<file path="src/rtl/aes_package.sv">
`default_nettype none
// ----------------------------------------------------------------------------
// aes_package: shared types and constants for the AES block scheduler.
// Rev 1.0
// ----------------------------------------------------------------------------
package aes_package;

  typedef enum logic [2:0] {
    S_IDLE       = 3'd0,
    S_LOAD_REQ   = 3'd1,
    S_LOAD_WAIT  = 3'd2,
    S_ENC_START  = 3'd3,
    S_ENC_WAIT   = 3'd4,
    S_STORE_REQ  = 3'd5,
    S_STORE_WAIT = 3'd6,
    S_DONE       = 3'd7
  } aes_sched_state_t;

  localparam int unsigned AES_BLOCK_BYTES   = 16;
  localparam int unsigned AES_SCHED_TIMEOUT = 1024;

endpackage
`default_nettype wire

</file>
<file path="src/rtl/aes_sched_watchdog.sv">
`default_nettype none
// ----------------------------------------------------------------------------
// aes_sched_watchdog: per-state cycle counter that flags a stalled wait state.
// Rev 1.0
// ----------------------------------------------------------------------------
module aes_sched_watchdog
  import aes_package::*;
#(
  parameter int unsigned TIMEOUT = AES_SCHED_TIMEOUT
) (
  input  logic clk,
  input  logic reset,
  input  logic count_en_i,
  input  logic clear_i,
  output logic expired_o
);

  localparam int unsigned CW = $clog2(TIMEOUT + 1);

  logic [CW-1:0] cnt_q, cnt_d;

  always_comb begin
    cnt_d = cnt_q + CW'(1);
    if (clear_i || !count_en_i) cnt_d = '0;
  end

  always_ff @(posedge clk) begin
    if (reset) cnt_q <= '0;
    else       cnt_q <= cnt_d;
  end

  // Counter holds the cycles already spent in the state, so TIMEOUT-1 marks the last allowed one.
  assign expired_o = count_en_i && (cnt_q == CW'(TIMEOUT - 1));

endmodule
`default_nettype wire

</file>
<file path="src/rtl/aes_block_scheduler.sv">
`default_nettype none
// ----------------------------------------------------------------------------
// aes_block_scheduler: counted load/encrypt/store sequencer for multi-block jobs.
// Optional watchdog abort enabled by AES_SCHED_TIMEOUT_EN.  Rev 1.0
// ----------------------------------------------------------------------------
module aes_block_scheduler
  import aes_package::*;
#(
  parameter int unsigned ADDR_W      = 32,
  parameter int unsigned CNT_W       = 16,
  parameter int unsigned BLOCK_BYTES = AES_BLOCK_BYTES
`ifdef AES_SCHED_TIMEOUT_EN
  ,
  parameter int unsigned TIMEOUT     = AES_SCHED_TIMEOUT
`endif
) (
  input  logic              clk,
  input  logic              reset,
  input  logic              start_i,
  input  logic [ADDR_W-1:0] cfg_src_addr_i,
  input  logic [ADDR_W-1:0] cfg_dst_addr_i,
  input  logic [CNT_W-1:0]  cfg_nblocks_i,
  output logic              src_req_o,
  output logic [ADDR_W-1:0] src_addr_o,
  input  logic              src_ready_i,
  input  logic              src_done_i,
  output logic              eng_start_o,
  input  logic              eng_done_i,
  output logic              sink_req_o,
  output logic [ADDR_W-1:0] sink_addr_o,
  input  logic              sink_ready_i,
  input  logic              sink_done_i,
  output logic              busy_o,
  output logic              done_o,
  output logic [CNT_W-1:0]  blk_idx_o,
  output logic              error_o
);

  aes_sched_state_t  state_q, state_d, state_adv;
  logic [CNT_W-1:0]  blk_idx_q, blk_idx_d, nblocks_q, nblocks_d;
  logic [ADDR_W-1:0] src_addr_q, src_addr_d, sink_addr_q, sink_addr_d;
  logic              error_q, error_d;
  logic              timeout;

`ifdef AES_SCHED_TIMEOUT_EN
  logic wd_count_en;
  assign wd_count_en = state_q inside {S_LOAD_REQ, S_LOAD_WAIT, S_ENC_WAIT,
                                       S_STORE_REQ, S_STORE_WAIT};

  aes_sched_watchdog #(.TIMEOUT(TIMEOUT)) u_watchdog (
    .clk        (clk),
    .reset      (reset),
    .count_en_i (wd_count_en),
    .clear_i    (state_adv != state_q),
    .expired_o  (timeout)
  );
`else
  assign timeout = 1'b0;
`endif

  always_ff @(posedge clk) begin
    if (reset) begin
      state_q     <= S_IDLE;
      blk_idx_q   <= '0;
      nblocks_q   <= '0;
      src_addr_q  <= '0;
      sink_addr_q <= '0;
      error_q     <= 1'b0;
    end else begin
      state_q     <= state_d;
      blk_idx_q   <= blk_idx_d;
      nblocks_q   <= nblocks_d;
      src_addr_q  <= src_addr_d;
      sink_addr_q <= sink_addr_d;
      error_q     <= error_d;
    end
  end

  always_comb begin
    state_adv = state_q;
    unique case (state_q)
      S_IDLE:       if (start_i) state_adv = (cfg_nblocks_i == '0) ? S_DONE : S_LOAD_REQ;
      S_LOAD_REQ:   if (src_ready_i) state_adv = S_LOAD_WAIT;
      S_LOAD_WAIT:  if (src_done_i) state_adv = S_ENC_START;
      S_ENC_START:  state_adv = S_ENC_WAIT;
      S_ENC_WAIT:   if (eng_done_i) state_adv = S_STORE_REQ;
      S_STORE_REQ:  if (sink_ready_i) state_adv = S_STORE_WAIT;
      S_STORE_WAIT: if (sink_done_i)
                      state_adv = (blk_idx_q == nblocks_q - CNT_W'(1)) ? S_DONE : S_LOAD_REQ;
      S_DONE:       state_adv = S_IDLE;
      default:      state_adv = S_IDLE;
    endcase
    state_d = timeout ? S_DONE : state_adv;
  end

  // Addresses step incrementally, which equals base + idx*BLOCK_BYTES modulo 2^ADDR_W.
  always_comb begin
    blk_idx_d   = blk_idx_q;
    nblocks_d   = nblocks_q;
    src_addr_d  = src_addr_q;
    sink_addr_d = sink_addr_q;
    error_d     = error_q;
    if (state_q == S_IDLE && start_i) begin
      blk_idx_d   = '0;
      nblocks_d   = cfg_nblocks_i;
      src_addr_d  = cfg_src_addr_i;
      sink_addr_d = cfg_dst_addr_i;
      error_d     = 1'b0;
    end else if (state_q == S_STORE_WAIT && state_d == S_LOAD_REQ) begin
      blk_idx_d   = blk_idx_q + CNT_W'(1);
      src_addr_d  = src_addr_q + ADDR_W'(BLOCK_BYTES);
      sink_addr_d = sink_addr_q + ADDR_W'(BLOCK_BYTES);
    end
    if (timeout) error_d = 1'b1;
  end

  always_comb begin
    src_req_o   = 1'b0;
    sink_req_o  = 1'b0;
    eng_start_o = 1'b0;
    done_o      = 1'b0;
    busy_o      = 1'b1;
    unique case (state_q)
      S_IDLE:      busy_o      = 1'b0;
      S_LOAD_REQ:  src_req_o   = 1'b1;
      S_ENC_START: eng_start_o = 1'b1;
      S_STORE_REQ: sink_req_o  = 1'b1;
      S_DONE:      done_o      = 1'b1;
      default:     ;
    endcase
  end

  assign src_addr_o  = src_addr_q;
  assign sink_addr_o = sink_addr_q;
  assign blk_idx_o   = blk_idx_q;
  assign error_o     = error_q;

endmodule
`default_nettype wire
</file>
<file path="config.mk">
export PLATFORM = sky130hd
export DESIGN_NAME = aes_block_scheduler
export DESIGN_NICKNAME = d
export VERILOG_FILES = /design/src/rtl/aes_package.sv /design/src/rtl/aes_sched_watchdog.sv /design/src/rtl/aes_block_scheduler.sv
export SDC_FILE = /design/constraint.sdc
export NUM_CORES = 1
export LEC_CHECK = 0
export CORE_ASPECT_RATIO = 2
export CORE_MARGIN = 1.5
export CORE_UTILIZATION = 40
export CTS_CLUSTER_SIZE = 12
export DETAILED_ROUTE_END_ITERATION = 16
export PLACE_DENSITY = 0.72
export SLEW_MARGIN = 20
export SYNTH_ARGS = -nofsm -noshare
export SYNTH_HDL_FRONTEND = slang
export SYNTH_HIERARCHICAL = 1
export SYNTH_SLANG_ARGS = --single-unit
</file>
<file path="constraint.sdc">
create_clock -name clk -period 3.4 [get_ports clk]
set_input_delay 0.34 -clock clk [delete_from_list [all_inputs] [get_ports clk]]
set_output_delay 0.34 -clock clk [all_outputs]
set_load 0.01 [all_outputs]
</file>
==> results of run 1 <==
==> cells in the final DEF (no fill, tap or decap), drive strengths merged, types with 8 or more instances in the layout <==
cell type      count
o211ai            11
nor2              81
or3               14
and3              20
and4               8
xor2              10
or4               10
clkbuf             9
clkdlybuf4s50    171
o21ai             15
dfxtp             99
nor4              20
a211oi            34
inv               20
nand3             30
a21oi             35
nor3              20
a2111oi           15
buf               21
mux2i             10
nand2             88
nand4             21
a311oi            15
xnor2             37
==> worst max path at each step <==
stage / cells after the start / to / slack, ns
after global routing: 12 / src_addr_o[28] / 0.007
after CTS: 11 / src_addr_o[8] / 0.20
after floorplan: 13 / sink_addr_o[9] / 0.37
after global placement: 11 / src_addr_o[8] / 0.30
after detailed placement: 11 / src_addr_o[8] / 0.18
final: 11 / src_addr_o[8] / 0.22
==> per-stage QoR <==
stage	cell area [um^2]	worst slack, ns
floorplan	5811	0.3683
global placement	7772	0.3043
detailed placement	7772	0.1805
CTS	8051	0.1975
global route	8061	0.007079
finish	8061	0.2176
==> state kept, by name (all words and copies together), names as in the netlist <==
register and count:
sink_addr_o 32, nblocks_q 16, src_addr_o 32, state_q 3, blk_idx_o 16
==> layer usage <==
metal,track usage [%],wire [um],up-vias
met5,0,0,-
met4,12.04,693,0
met3,2.857,813,42
met2,46.06,10660,207
met1,28.11,7111,2925
li1,-,-,3002
==> repair_timing <==
action | CTS | global route
setup endpoints to repair | 0 | 3
resized for setup | 0 | 3
hold buffers | 0 | 0
==> worst register-to-register path: cells and delay by family (launching register included) <==
kind | cells | cell delay (ns)
simple gates | 5 | 1.50
compound gates | 2 | 0.54
flops | 1 | 0.35
buf+inv | 2 | 0.29
fa+ha+maj | 1 | 0.25
xor+xnor | 1 | 0.15
==> report_power, final <==
part / switching (mW) / leakage, nW / internal, mW
sequential: 0.157 / 0.814 / 1.27
clock: 0.483 / 0.128 / 0.501
combinational: 0.497 / 1.82 / 0.508
total: 1.14 / 2.76 / 2.28
==> cell type report <==
cell class	instances	area, um^2	share of cell area (%)
timing repair buffer	192	1917	23.78
multi-input combinational	564	3572	44.31
tap	192	240.2	2.980
inverter	19	71.32	0.8847
clock buffer	9	225.2	2.794
clock inverter	7	53.80	0.6674
sequential	99	1982	24.58
==> cells by family (layout without fill, tap and decap cells) <==
family / count (synthesis) / after routing / synth area share [%]
and+or+nand+nor: 340 / 340 / 30.10
AOI/OAI and AO/OA: 161 / 161 / 20.89
DFF: 99 / 99 / 34.11
buffers and inverters: 67 / 227 / 4.974
xor gates and xnor gates: 47 / 47 / 7.084
muxes: 11 / 11 / 1.917
adders and majority gates: 4 / 4 / 0.8614
other: 1 / 1 / 0.06454
==> synthesized netlist by cell type, types with 10 or more instances <==
cell type	n	area, um^2
a211oi_1	33	247.7
a21oi_1	33	165.2
a311oi_1	15	131.4
and3_1	20	125.1
clkbuf_1	36	135.1
dfxtp_1	99	1982
inv_1	19	71.32
mux2i_1	10	100.1
nand2_1	88	330.3
nand3_1	30	150.1
nand4_1	21	131.4
nor2_1	80	300.3
nor3_1	19	95.09
nor4_1	18	112.6
o211ai_1	10	75.07
o21ai_0	14	70.07
or3_1	11	68.82
xnor2_1	37	324.1
xor2_1	10	87.58
==> flow_metrics.tcl, run 1 <==
set metrics [dict create \
    cp_max_fo 9 \
    power.density_nw_per_um2 424.2 \
    critical-path-slowest-cell "or3_1" \
    antenna_cells 0 \
    maxSlewViolCount 0 \
    cts.htree.levels 3 \
    fin_nets 977 \
    routed-via-count 6176 \
    wl_um 19280 \
    crit_type "flip-flop to flip-flop" \
    hold_path_end "src_addr_o[2]" \
    finalSetupViolCount 0 \
    critPathRequiredTime_ns 3.64 \
    postSynthCellCount 730 \
    hpwl_um 14320 \
    peakVddDrop_mv 0.2251 \
    worst_pin_slew_ns 0.7961 \
    antenna_found_initial 0 \
    syn_nets 822 \
    worstHoldStart "src_addr_o[2]" \
    avgSynthCellArea_um2 7.960 \
    max_stage_delay_ns 0.47 \
    die_x_um 88.23 \
    worstSkewPairLatency_ns 0.35 \
    fill_cells 1387 \
    p_leak_nw 2.761 \
    r2r-start "nblocks_q[1]" \
    grt_overflow_total 0 \
    start_util_pct 40.71 \
    clockBufferDepth 2 \
    port_buffers 172 \
    clockRootBuffer "clkbuf_16" \
    hold_class "flip-flop to flip-flop" \
    synth_cell_types 72 \
    power_mw 3.420 \
    grt_pass1_vias 5945 \
    hold_ws_ns 0.4566 \
    seq_area_frac_synth_pct 34.11 \
    cpMostUsedCell "or3_1" \
    fp.coreArea_um2 14270 \
    reg2reg_to "src_addr_o[8]" \
    syn_area_um2 5811 \
    hold_viol 0 \
    status "complete, no violations" \
    path_buf_inv 2 \
    hold-path-cell-count 2 \
    rr_worst_depth 11 \
    final_cell_count_no_fill 1082 \
    grt_max_degree 74 \
    post_cts_buffers 0 \
    io_pins 174 \
    syn_to_final_growth_pct 38.74 \
    drc 0 \
    rrSetupSlack_ns 0.22 \
    fp.dieH_um 173.5 \
    dr.first_iter.drc_count 232 \
    skew_ns 0.008970 \
    async_reset_ff_share_pct 0 \
    gp_congestion 0.8989 \
    rows 62 \
    max_freq_mhz 314.2 \
    ant_nets 0 \
    dp.cells 1066 \
    ys_ff_latch 99 \
    clk_pin_slew_worst_paths_ns 0.07 \
    synth-warning-count 6 \
    grt_usage_pct 25.29 \
    period_share_pct 93.60 \
    grt_setup_unrepaired "false" \
    die_area_um2 15300 \
    post-route-min-period_ns 3.182 \
    synth_edf_count 0 \
    end_kind "flip-flop" \
    drive_gt1_share_pct 7.753 \
    grt_pass1_wl_um 30370 \
    final_util_pct 56.48 \
    cp_top_family "simple AND/OR/NAND/NOR gates" \
    cts_tree "done" \
    max-cap-violations 0 \
    cp_data_arrival_time_ns 3.42 \
    detail_route.vias_per_cell 5.708 \
    slew_headroom_pct 46.78 \
    synth-main-ff-cell "dfxtp_1" \
    critical_path.startpoint "nblocks_q[1]" \
    cp_cell_sequence "inv_1, ha_1, or3b_1, or3_1, xnor2_1, nand4_1, or3_1, buf_4, o211ai_4, nor3_1, a2111oi_1" \
    startpoint_type "flip-flop" \
    cts_buffers 9 \
    tns_ns 0 \
    routedWlPerCell_um 17.82 \
    drtPass1Iterations 4 \
    clock_sinks 99 \
]
Power figures use the tool's default switching activity.
==> inputs of run 2 (changes only) <==
SLEW_MARGIN = unset   (was 20)
clock period = 3.5 ns   (was 3.4 ns; I/O delays follow)
==> run 2 against run 1 <==
Net effect: cell count is essentially flat; register-to-register slack gained 0.09 ns; non-clock buffer count grew 1; clock skew grew 0.0068 ns; combinational power is essentially flat; highest routed layer unchanged.
==> flow_metrics.tcl, run 2 (synthesis gave the netlist of run 1 again) <==
set metrics [dict create \
    tns_ns 0 \
    gp_congestion 0.9159 \
    hold-path-cell-count 2 \
    worst_pin_slew_ns 0.7515 \
    seq_power_share_pct 40.3 \
    fp.coreArea_um2 14270 \
    antenna_found_initial 1 \
    path_buf_inv 2 \
    skew_ns 0.01575 \
    power.density_nw_per_um2 426.1 \
    cts.htree.levels 3 \
    clockBufferDepth 2 \
    critPathRequiredTime_ns 3.75 \
    period_share_pct 91.23 \
    clockRootBuffer "clkbuf_16" \
    post_cts_hold_buffer_count 0 \
    port_buffers 172 \
    cpMostUsedCell "or3_1" \
    max-cap-violations 0 \
    grt_max_degree 121 \
    grt_overflow_total 0 \
    post_cts_buffers 0 \
    drive_gt1_share_pct 7.753 \
    grt_pass1_wl_um 30890 \
    power.switching_mw 1.085 \
    startpoint_type "flip-flop" \
    wl_um 19450 \
    rrSetupSlack_ns 0.31 \
    layout_common_cells "171 x clkdlybuf4s50_1, 99 x dfxtp_1, 87 x nand2_1, 80 x nor2_1, 37 x xnor2_1" \
    cts_resized 0 \
    hold_class "flip-flop to flip-flop" \
    p_comb_share_pct 28.4 \
    worstSkewPairLatency_ns 0.35 \
    critical-path-slowest-cell "or3_1" \
    finalSetupViolCount 0 \
    dr.first_iter.drc_count 245 \
    cp_max_fo 9 \
    die_x_um 88.23 \
    fp.dieH_um 173.5 \
    grt_setup_unrepaired "false" \
    grt_usage_pct 25.82 \
    syn_to_final_growth_pct 39.10 \
    critical_path.startpoint "nblocks_q[0]" \
    cts_tree "done" \
    swShare_pct 31.49 \
    clock_sinks 99 \
    clock_power_share_pct 31.2 \
    detail_route.vias_per_cell 5.662 \
    cp_data_arrival_time_ns 3.44 \
    end_kind "flip-flop" \
    slew_headroom_pct 49.71 \
    fin_nets 978 \
    drc 0 \
    crit_end "src_addr_o[12]" \
    start_util_pct 40.71 \
    maxSlewViolCount 0 \
    crit_type "flip-flop to flip-flop" \
    io_pins 174 \
    clk_pin_slew_worst_paths_ns 0.07 \
    hold_viol 0 \
    cp_cell_sequence "inv_1, ha_1, or3b_1, or3_1, xnor2_1, nand4_1, or3_1, buf_4, o211ai_2, o21ai_0, a311oi_1" \
    rows 62 \
    cp_top_family "simple AND/OR/NAND/NOR gates" \
    ant_nets 0 \
    routed-via-count 6132 \
    routedWlPerCell_um 17.96 \
    grt_pass1_vias 6043 \
    hpwl_um 14470 \
    max_freq_mhz 313.2 \
    p_int_mw 2.360 \
    die_area_um2 15300 \
    drtPass1Iterations 4 \
    r2r-start "nblocks_q[0]" \
    status "complete, no violations" \
    cts_buffers 9 \
    p_leak_nw 2.801 \
    reg2reg_to "src_addr_o[12]" \
    final_common_cell "clkdlybuf4s50_1" \
    final_util_pct 56.63 \
    cp.depth 11 \
    rr_worst_depth 11 \
    post-route-min-period_ns 3.193 \
    max_stage_delay_ns 0.46 \
    peakVddDrop_mv 0.2290 \
]
run 2: changes by cell type in the layout (fill, tap and decap cells not counted), moves of 2 or more:
cell        delta
clkinv_4       -2
buf_4          +2
clkinvlp_4     -3
bufinv_16      +2
run 2: metrics by stage:
stage	total power [mW]	worst slack [ns]	hold WS [ns]	instances	cell area (um^2)
floorplan	1.902	0.4683	0.4488	730	5811
global placement	2.385	0.3765	0.4413	1067	7767
detailed placement	2.391	0.3332	0.4490	1067	7767
CTS	3.465	0.3037	0.4591	1082	8080
global route	3.607	0.02438	0.4754	1083	8083
finish	3.444	0.3071	0.4569	1083	8083
run 2: worst reg2reg max path, delay by kind of cell (launching register included):
| kind | cells | cell delay (ns) |
|---|---|---|
| AOI/OAI and AO/OA | 3 | 0.64 |
| adders and majority gates | 1 | 0.26 |
| buffers and inverters | 2 | 0.30 |
| DFF | 1 | 0.37 |
| and+or+nand+nor | 4 | 1.41 |
| xor gates and xnor gates | 1 | 0.14 |
run 2: power by group through the flow:
stage | Combinational [mW] | Clock [mW] | Sequential (mW)
CTS | 0.985 | 1.09 | 1.39
finish | 0.979 | 1.08 | 1.39
global route | 1.06 | 1.14 | 1.41
detailed placement | 0.980 | 0 | 1.41
global placement | 0.974 | 0 | 1.41
floorplan | 0.493 | 0 | 1.41
run 2: metal layers:
layer / track usage [%] / wire length (um) / vias to the layer above
met5: 0 / 0 / -
met4: 12.83 / 714 / 0
met3: 2.762 / 580 / 37
met2: 47.46 / 10810 / 151
met1: 28.14 / 7351 / 2940
li1: - / - / 3004
run 2: how the worst min path moves through the flow:
| stage | start | end | slack [ns] |
|---|---|---|---|
| after CTS | sink_addr_o[0] | sink_addr_o[0] | 0.46 |
| after detailed placement | sink_addr_o[0] | sink_addr_o[0] | 0.45 |
| after floorplan | nblocks_q[15] | nblocks_q[15] | 0.45 |
| final | src_addr_o[3] | src_addr_o[3] | 0.46 |
| after global placement | src_addr_o[2] | src_addr_o[2] | 0.44 |
| after global routing | sink_addr_o[2] | sink_addr_o[2] | 0.48 |
run 2: final cells by class:
cell class                      count  area, um^2
Tap cell                          192       240.2
Antenna cell                        1       2.502
Clock buffer                        9       225.2
Sequential cell                    99        1982
Timing Repair Buffer              193        1912
Multi-Input combinational cell    564        3562
Inverter                           19       71.32
Clock inverter                      6       87.58
Fill cell                        1375        6191
==> inputs of run 3 (changes only) <==
CORE_ASPECT_RATIO = 0.8   (was 2)
CTS_CLUSTER_DIAMETER = 30   (was unset)
PLACE_DENSITY = 0.74   (was 0.72)
clock period = 2.71 ns   (was 3.5 ns; I/O delays follow)
==> run 3 against run 2 <==
Net effect: the run now ends with negative setup slack left; power is 39% higher; count of clock-buffer cells in the layout rose by 2; cell count rose by 5.9%; combinational power increased by 60%; worst setup slack worse by 0.61 ns; non-clock buffer count up 72; global-route usage fell by 0.32 points; clock power grew 32%; first-iteration DRC count increased by 80%; sequential share of layout area fell by 3.3 points; core utilization rose by 9.0 points; critical endpoint is now src_addr_o[22]; highest routed layer unchanged.
==> flow_metrics.tcl, run 3 (synthesis gave the netlist of run 1 again) <==
set metrics [dict create \
    tns_ns -9.318 \
    drtPass1Iterations 4 \
    dr.first_iter.drc_count 440 \
    port_buffers 172 \
    start_util_pct 40.78 \
    syn_to_final_growth_pct 60.87 \
    clockRootBuffer "clkbuf_16" \
    routedWlPerCell_um 17.45 \
    slew_headroom_pct 51.86 \
    end_kind "flip-flop" \
    final_cell_count_no_fill 1147 \
    critPathRequiredTime_ns 2.98 \
    gp_congestion 0.9516 \
    cts_buffers 9 \
    dp.cells 1108 \
    ant_nets 0 \
    p_leak_nw 3.275 \
    fp.dieH_um 110.8 \
    design_area_um2 9348 \
    antenna_cells 0 \
    placed_cell_area_um2 8215 \
    clock_sinks 99 \
    maxSlewViolCount 0 \
    routed-via-count 6542 \
    crit_type "flip-flop to flip-flop" \
    final_common_cell "clkdlybuf4s50_1" \
    skew_ns 0.01232 \
    power.density_nw_per_um2 510.7 \
    hold_class "input pin to flip-flop" \
    clockBufferDepth 2 \
    peakVddDrop_mv 0.3785 \
    drc 0 \
    drive_gt1_share_pct 21.29 \
    grt_max_degree 121 \
    violations "negative setup slack" \
    dp_slack_ns -0.2875 \
    hold_ws_ns 0.4055 \
    cp_max_fo 6 \
    antenna_found_initial 0 \
    fill_cells 1168 \
    detail_route.vias_per_cell 5.704 \
    max-cap-violations 0 \
    worstSkewPairLatency_ns 0.35 \
    fin_ws_ns -0.3048 \
    die_x_um 137.8 \
    cp_data_arrival_time_ns 3.28 \
    period_share_pct 111.2 \
    fp.coreArea_um2 14250 \
    grt_pass1_wl_um 31060 \
    fin_nets 1050 \
    grt_overflow_total 0 \
    clk_pin_slew_worst_paths_ns 0.07 \
    hold_viol 0 \
    hpwl_um 13720 \
    power_mw 4.774 \
    max_freq_mhz 331.7 \
    cts.htree.levels 3 \
    grt_setup_unrepaired "true" \
    worst_pin_slew_ns 0.7195 \
    startpoint_type "flip-flop" \
    cts_tree "done" \
    finalSetupViolCount 66 \
    wl_um 20010 \
    io_pins 174 \
    final_util_pct 65.60 \
    grt_pass1_vias 6145 \
    rows 39 \
    status "complete, but fails checks" \
    layout_common_cells "171 x clkdlybuf4s50_1, 96 x dfxtp_1, 87 x nand2_1, 77 x nor2_1, 65 x buf_4" \
    post-route-min-period_ns 3.015 \
    grt_usage_pct 25.51 \
    die_area_um2 15260 \
]
[run 3: critical path, cell delays in order (launching register included)]
cell	delay (ns)
dfxtp_2	0.33
or4_4	0.57
or3_4	0.40
nand4b_1	0.10
a21boi_4	0.20
buf_6	0.12
nor3_4	0.03
buf_6	0.13
buf_12	0.14
a2111oi_4	0.37
buf_4	0.19
nand4_1	0.09
a311oi_1	0.26
[run 3: per-layer routing]
| layer | track usage (%) | vias up | wire [um] |
|---|---|---|---|
| li1 | - | 3157 | - |
| met1 | 36.52 | 3113 | 9252 |
| met2 | 37.30 | 236 | 8752 |
| met3 | 5.944 | 36 | 1506 |
| met4 | 8.889 | 0 | 501 |
| met5 | 0 | - | 0 |
[run 3: area by class of cell]
type | count | area (um^2) | share of cell area [%]
multi-input combinational | 564 | 4111 | 43.98
timing repair buffer | 265 | 2618 | 28.00
sequential | 99 | 1988 | 21.27
clock buffer | 11 | 242.7 | 2.597
tap | 184 | 230.2 | 2.463
clock inverter | 5 | 83.83 | 0.8968
inverter | 19 | 73.82 | 0.7897
[run 3: power breakdown]
group	leakage [nW]	switching [mW]	internal, mW	total, mW
logic	2.31	0.758	0.809	1.57
clock network	0.152	0.587	0.839	1.43
registers	0.815	0.182	1.60	1.78
total	3.27	1.53	3.25	4.77
[run 3: timing repair]
item                       in CTS  in global routing
pin swaps                      38                 52
gates resized for setup        36                 83
setup endpoints to repair      69                 74
hold buffers                    0                  0
gates cloned                    2                  1
setup buffers                   5                 20
[run 3: worst paths after layout]
| check | slack [ns] | end | startpoint | depth (start not counted) |
|---|---|---|---|---|
| worst min-delay path | 0.41 | sink_addr_o[29] | reset | 4 |
| worst max register to register | -0.30 | src_addr_o[22] | nblocks_q[4] | 12 |
| worst min register to register | 0.45 | src_addr_o[2] | src_addr_o[2] | 2 |
| worst max-delay path | -0.30 | src_addr_o[22] | nblocks_q[4] | 12 |
